[src/rtl/io_event_controller.sv]
// io_event_controller: button event flags, status word and output FIFO on the data-memory port
// Optional IO_EVENT_COUNT_EN replaces each event flag with a saturating COUNT_W-bit counter.
module io_event_controller #(
    parameter logic [31:0] ADDR_BTNC  = 32'd1000,
    parameter logic [31:0] ADDR_OUT   = 32'd2000,
    parameter logic [31:0] ADDR_BTNL  = 32'd3000,
    parameter logic [31:0] ADDR_BTNR  = 32'd4000,
    parameter logic [31:0] ADDR_BTNU  = 32'd5000,
    parameter logic [31:0] ADDR_BTND  = 32'd6000,
    parameter logic [31:0] ADDR_STAT  = 32'd2004,
    parameter int          FIFO_DEPTH = 4,
    parameter int          COUNT_W    = 8
) (
    input  logic        clock,
    input  logic        reset,
    input  logic [4:0]  btn_in,
    input  logic [31:0] mem_addr,
    input  logic        mem_wren,
    input  logic        mem_rden,
    input  logic [31:0] mem_wdata,
    output logic        io_hit,
    output logic [31:0] io_rdata,
    output logic [31:0] out_data,
    output logic        out_valid,
    input  logic        out_ready
);
    localparam int PW = $clog2(FIFO_DEPTH);
    localparam int CW = PW + 1;

    if (FIFO_DEPTH < 2 || (FIFO_DEPTH & (FIFO_DEPTH - 1)) != 0 || COUNT_W < 1 || COUNT_W > 32) begin : g_bad_param
        $error("io_event_controller: invalid FIFO_DEPTH or COUNT_W");
    end

    logic [4:0]    prev, rise, btn_sel, flag_nz;
    logic [31:0]   btn_rd;
    logic          rd, stat_sel, push_req, push, pop, full, ovf;
    logic [PW-1:0] wr_ptr, rd_ptr;
    logic [CW-1:0] count;
    logic [31:0]   fifo [FIFO_DEPTH];

    // a simultaneous store wins, so the load strobe is ignored then
    assign rd       = mem_rden & ~mem_wren;
    assign btn_sel  = {5{rd}} & {mem_addr == ADDR_BTND, mem_addr == ADDR_BTNU,
                                 mem_addr == ADDR_BTNR, mem_addr == ADDR_BTNL,
                                 mem_addr == ADDR_BTNC};
    assign stat_sel = rd && mem_addr == ADDR_STAT;
    assign io_hit   = |btn_sel | stat_sel;
    assign rise     = btn_in & ~prev;

    always_ff @(posedge clock or negedge reset)
        if (!reset) prev <= '0;
        else prev <= btn_in;

`ifdef IO_EVENT_COUNT_EN
    logic [4:0][COUNT_W-1:0] cnt;

    always_ff @(posedge clock or negedge reset)
        if (!reset) cnt <= '0;
        else
            for (int k = 0; k < 5; k++)
                if (btn_sel[k]) cnt[k] <= COUNT_W'(rise[k]);
                else if (rise[k] && !(&cnt[k])) cnt[k] <= cnt[k] + 1'b1;

    always_comb begin
        btn_rd  = '0;
        flag_nz = '0;
        for (int k = 0; k < 5; k++) begin
            flag_nz[k] = |cnt[k];
            btn_rd     = btn_rd | (btn_sel[k] ? 32'(cnt[k]) : 32'd0);
        end
    end
`else
    logic [4:0] flags;

    // a rise in the clearing cycle keeps the flag set
    always_ff @(posedge clock or negedge reset)
        if (!reset) flags <= '0;
        else flags <= rise | (flags & ~btn_sel);

    assign flag_nz = flags;
    assign btn_rd  = {31'b0, |(btn_sel & flags)};
`endif

    assign io_rdata = stat_sel ? {ovf, 15'b0, 8'(count), 3'b0, flag_nz} : btn_rd;

    assign out_valid = count != '0;
    assign out_data  = out_valid ? fifo[rd_ptr] : '0;
    assign full      = count == CW'(FIFO_DEPTH);
    assign pop       = out_valid & out_ready;
    assign push_req  = mem_wren && mem_addr == ADDR_OUT;
    assign push      = push_req & (~full | pop);

    always_ff @(posedge clock)
        if (push) fifo[wr_ptr] <= mem_wdata;

    always_ff @(posedge clock or negedge reset)
        if (!reset) begin
            wr_ptr <= '0;
            rd_ptr <= '0;
            count  <= '0;
            ovf    <= 1'b0;
        end else begin
            wr_ptr <= wr_ptr + PW'(push);
            rd_ptr <= rd_ptr + PW'(pop);
            count  <= count + CW'(push) - CW'(pop);
            ovf    <= (push_req & ~push) | (ovf & ~stat_sel);
        end
endmodule

[config.mk]
export PLATFORM = sky130hd
export DESIGN_NAME = io_event_controller
export DESIGN_NICKNAME = d
export VERILOG_FILES = /design/src/rtl/io_event_controller.sv
export SDC_FILE = /design/constraint.sdc
export NUM_CORES = 1
export LEC_CHECK = 0
export CORE_MARGIN = 5
export CORE_UTILIZATION = 54
export CTS_CLUSTER_SIZE = 25
export DETAILED_ROUTE_END_ITERATION = 8
export GPL_ROUTABILITY_DRIVEN = 0
export PLACE_DENSITY = 0.88
export SLEW_MARGIN = 20
export SYNTH_ARGS = -nofsm -noshare
export SYNTH_HDL_FRONTEND = slang
export SYNTH_SLANG_ARGS = --single-unit
[constraint.sdc]
create_clock -name clock -period 7.5 [get_ports clock]
set_input_delay 1.875 -clock clock [delete_from_list [all_inputs] [get_ports clock]]
set_output_delay 1.875 -clock clock [all_outputs]
set_load 0.03 [all_outputs]
# --- After elaboration in Yosys (flattened, before gate mapping) ---
# Memories as Yosys holds them, arrays and structs flattened.
# Cells that the tools add are included.
word_totals:
  ff_bits: 18
  ram_bits: 128
  in_bits: 74
  output_inout_bits: 66
  word_cells: 47
  n_memories: 1
mem_list:
  columns: ["memory", "depth", "width", "rd", "rd_clocked_by_memory_dff", "wr", "line_no", "source"]
  rows:
  - ["fifo", 4, 32, 1, 0, 1, "39", "logic [31:0] fifo [FIFO_DEPTH];"]
op_classes:
  add_sub_neg: 4
  n_eq_ne: 8
  mux: 4
  bitwise: 19
  n_reduce_logical: 5
op_table:
  columns: ["op", "count"]
  rows:
  - ["$eq 32x11->1 const B", 2]
  - ["$eq 32x12->1 const B", 2]
  - ["$eq 32x13->1 const B", 2]
  - ["$mux 32", 2]
  - ["$eq 32x10->1 const B", 1]
  - ["$and 5x5->5", 4]
  - ["$not 5->5", 2]
  - ["$reduce_or 5->1", 2]
  - ["$and 1x1->1", 5]
  - ["$or 5x5->5", 1]
  - ["$add 2x1->2", 2]
  - ["$not 1->1", 4]
  - ["$add 3x1->3", 1]
  - ["$eq 3x3->1 const B", 1]
  - ["$or 1x1->1", 3]
  - ["$reduce_bool 3->1", 1]
  - ["$sub 3x1->3", 1]
  - ["$logic_and 1x1->1", 2]
  - ["$mux 1", 2]

# --- Depth between registers and ports, before layout ---
logic_depth:
  depth_word: 7
  depth_mapped: 9
  depth_no_buf: 9

# --- Worst setup path after synthesis ---
# No wires, ideal clock.
synth_path:
  kind: "input -> register"
  from: "input mem_addr[17]"
  to: "memory fifo[1][0] (enable)"
  setup_ns: 0.468
  t_arrival_ns: 5.897
  t_required_ns: 7.032
  path_slack_ns: 1.135
  cell_stages: 5
  n_path_buf: 0
  path_cell_list: "or4_4 nor4_4 nand2_4 or4_4 nor3b_1"
synth_via:
  elab_chain_len: 5
synth_rtl:
  columns: ["item", "line_no", "source"]
  rows:
  - ["from (decl)", "17", "input logic [31:0] mem_addr,"]
  - ["$eq 32x11->1", "90", "assign push_req = mem_wren && mem_addr == ADDR_OUT;"]
  - ["$logic_and 1x1->1", "90", null]
  - ["$and 1x1->1", "91", "assign push = push_req & (~full | pop);"]
  - ["$mux 1", "94", "if (push) fifo[wr_ptr] <= mem_wdata;"]
  - ["$mux 1 (implied by the code)", "94", null]
  - ["to (decl)", "39", null]
# No other way between the ends.

# --- Final worst setup path ---
layout_path:
  from: "input mem_addr[3]"
  to: "output io_rdata[0]"
layout_via:
  elab_chain_len: 5
  word_cells_on_any_way: 11
  classes_between: "eq/ne: 6; mux: 1; bitwise: 2; reduce/logical: 2"
layout_rtl:
  columns: ["item", "line_no", "source"]
  rows:
  - ["$eq 32x10->1 (tied with other cells)", "45", "mem_addr == ADDR_BTNC};"]
  - ["$and 5x5->5", "43", "assign btn_sel = {5{rd}} & {mem_addr == ADDR_BTND, mem_addr == ADDR_BTNU,"]
  - ["$and 5x5->5", "81", "assign btn_rd = {31'b0, |(btn_sel & flags)};"]
  - ["$reduce_or 5->1", "81", null]
  - ["$mux 32 (*)", "84", "assign io_rdata = stat_sel ? {ovf, 15'b0, 8'(count), 3'b0, flag_nz} : btn_rd;"]
  - ["to (decl)", "22", "output logic [31:0] io_rdata,"]
# Every way passes the cells marked *; elsewhere a longest branch is shown, timed or not.

==> flow_summary_export.csv <==
group,metric,value,unit
outcome,outcome,"finished clean",
cts,post_cts_buffers,0,
cts,cts_hold_buffers,0,
yosys,synthFlopType,"edfxtp_1",
sta,relSlewSlack,30.0,%
worst_setup_path,cp-end-kind,"primary output",
yosys,netlist_top_cells_count,"edfxtp_1, nor2b_1, mux4_2",
die,ioPinCount,140,
routing,vias,3495,
worst_setup_path,cp-start-kind,"primary input",
grt,antenna_found_initial,0,
worst_setup_path,crit_top_cell,"clkdlybuf4s50_1",
routing,wl,12600,um
placement,io_buffers,116,
sta,layout_min_cycle_time,6.68,ns
worst_setup_path,max_stage_delay,0.70,ns
power,irDropWorstVdd,0.276,mV
cts,clock-sinks,146,
worst_setup_path,cp_data_required_time,5.62,ns
worst_setup_path,r2r-end,"count[2]$_DFF_PN0_",
die,core,0.0110,mm2
sta,fmax,150,MHz
grt,grt_pass1_wl,19800,um
worst_setup_path,r2r-start,"count[2]$_DFF_PN0_",
placement,place_hpwl,8130,um
grt,track_usage,19.9,%
cts,clk-insertion-delay-late,0.41,ns
die,die-area,0.0135,mm2
cts,h-tree-depth,4,
worst_setup_path,reg2reg_depth,9,
layout,drive_above_1_share,16.3,%
yosys,yosysSeqAreaShare,70.3,%
die,die_y,116,um
job,maxCapViolations,0,
yosys,synthCells,344,
yosys,synth_area_leaders,"edfxtp_1, mux4_2, dfrtp_1",
worst_setup_path,worstPathMaxFanout,3,
sta,setup_viol,0,
routing,drt_iter0_drc,339,
cts,cts-root-buf,"clkbuf_16",
yosys,synth_top_area_share,63.0,%
yosys,yosysMostFrequentCell,"edfxtp_1",
cts,cts_made_buffers,17,
routing,ant_nets,0,
die,initial_utilization,55.6,%
worst_setup_path,crit_start,"mem_addr[3]",
die,die_x,116,um
yosys,synth_area,0.00611,mm2
yosys,synth_edf_count,128,
grt,grt_remaining_overflow,0,
yosys,synth-seq-cells,146,
sta,grt_setup_unrepaired,"false",
routing,drc,0,
worst_setup_path,rrSetupSlack,4.97,ns
worst_setup_path,cp_data_arrival_time,4.80,ns
yosys,yosys_warnings,0,
routing,dr.pass1.iters,4,
sta,tightest_slew,1.05,ns
layout,fin_cells,625,
placement,pre_cts_slack,0.843,ns
grt,grt_max_degree,35,
placement,post-place-cells,593,
layout,final_nets,551,
routing,via_per_inst,5.59,
yosys,synth.largest_area_cell,"edfxtp_1",
cts,cts_tree,"built",
hold_path,hold_class,"flop to flop",
die,rows,38,
cts,clockBufferDepth,2,
yosys,yosys.cell_types.count,42,
grt,grt_pass1_vias,3726,
yosys,syn_area_per_cell,17.7,um2
sta,post-route-period-util,89.0,%
worst_setup_path,crit_type,"primary input to primary output",
worst_setup_path,crit_path_top_delay_cell,"clkdlybuf4s50_1",
sta,fin_worst_skew,0.00503,ns
layout,antennaDiodeCount,0,
power,power_density,335,mW/mm2
power,power_leakage,2.73,nW
layout,syn2layout_area_growth,30.2,%
sta,finalWorstSetupSlack,0.825,ns
cts,cts_resized,0,
worst_setup_path,critPathCapture,"io_rdata[0]",
routing,wl_per_cell,20.2,um
sta,maxSlewViolCount,0,
sta,tns,0,ns
cts,cts.reportedPaths.clkPinSlew,0.05,ns
worst_setup_path,cp_cell_sequence,"clkdlybuf4s50_1 -> or3b_1 -> or3_1 -> or4b_1 -> o221a_1 -> o221ai_1 -> clkdlybuf4s50_1",
sta,hold_viol,0,
yosys,synthArstFlopShare,12.3,%
-- placed cells by master (no fill, tap or decap), types with 5 or more instances in the layout --
| cell | instances |
|---|---|
| conb_1 | 23 |
| nor2b_1 | 35 |
| clkdlybuf4s50_1 | 116 |
| buf_4 | 6 |
| nand2_1 | 8 |
| dfrtp_1 | 16 |
| clkbuf_16 | 17 |
| edfxtp_1 | 128 |
| nor4_1 | 7 |
| o21ai_0 | 9 |
| or3_1 | 5 |
| mux4_2 | 32 |
| inv_1 | 15 |
-- layout make-up --
| class | instances | area (um2) |
|---|---|---|
| clock buffers | 19 | 433 |
| repair buffers | 122 | 1210 |
| well taps | 140 | 175 |
| flip-flops and latches | 146 | 4300 |
| clock inverters | 13 | 138 |
| multi-input cells | 170 | 1650 |
| fillers | 676 | 3030 |
| inverters | 15 | 56.3 |
-- stage by stage --
step                      utilization (%)  hold WS, ns  total power, mW  instance area [um2]
after floorplan                         -        0.400             1.54                 6190
after detailed placement             67.2        0.423             1.89                 7380
final                                72.4        0.426             2.66                 7950
after global routing                 72.4        0.456             2.79                 7950
after global placement               67.2        0.406             1.88                 7380
after CTS                            72.4        0.431             2.70                 7950
-- where the power goes --
group | switching, mW | internal [mW] | total (mW)
logic | 0.455 | 0.437 | 0.893
registers | 0.0700 | 0.901 | 0.971
clock network | 0.313 | 0.488 | 0.801
-- layer usage --
metal,GRT usage [%],routed length (um)
met3,5.28,1090
met2,35.2,6500
met1,23.0,4810
met4,7.97,255
met5,0,0
-- kinds of logic (layout without fill, tap and decap cells) --
| logic type | count (synthesis) | after routing | synth area share, % |
|---|---|---|---|
| flip-flops | 146 | 146 | 70.3 |
| AND/OR/NAND/NOR | 90 | 90 | 9.90 |
| buffers and inverters | 50 | 169 | 4.49 |
| multiplexers | 32 | 32 | 11.8 |
| AO/OA/AOI/OAI | 16 | 16 | 1.70 |
| adder cells (fa/ha/maj) | 5 | 5 | 1.15 |
| XOR/XNOR | 4 | 4 | 0.574 |
| other | 1 | 23 | 0.0614 |
-- how the worst min path moves through the flow --
| stage | start | slack, ns | depth (start not counted) | to |
|---|---|---|---|---|
| 3_5_place_dp | prev[1]$_DFF_PN0_ | 0.42 | 1 | flag_nz[1]$_DFF_PN0_ |
| 4_1_cts | prev[1]$_DFF_PN0_ | 0.43 | 1 | flag_nz[1]$_DFF_PN0_ |
| 6_report | prev[3]$_DFF_PN0_ | 0.43 | 1 | flag_nz[3]$_DFF_PN0_ |
| 3_3_place_gp | prev[3]$_DFF_PN0_ | 0.41 | 1 | flag_nz[3]$_DFF_PN0_ |
| 5_1_grt | prev[2]$_DFF_PN0_ | 0.46 | 1 | flag_nz[2]$_DFF_PN0_ |
| 2_1_floorplan | prev[0]$_DFF_PN0_ | 0.40 | 1 | flag_nz[0]$_DFF_PN0_ |
-- sequential cells by signal, indices dropped and copies added, names as in the netlist --
name and count:
fifo 128, count 3, prev 5, rd_ptr 2, ovf 1, flag_nz 5, wr_ptr 2
-- worst max-delay path: cells and delay by family --
family	cells	cell delay, ns
buffers and inverters	2	1.20
AND/OR/NAND/NOR	3	1.30
AO/OA/AOI/OAI	2	0.41
Note: power is estimated with default switching activity, not from simulation.
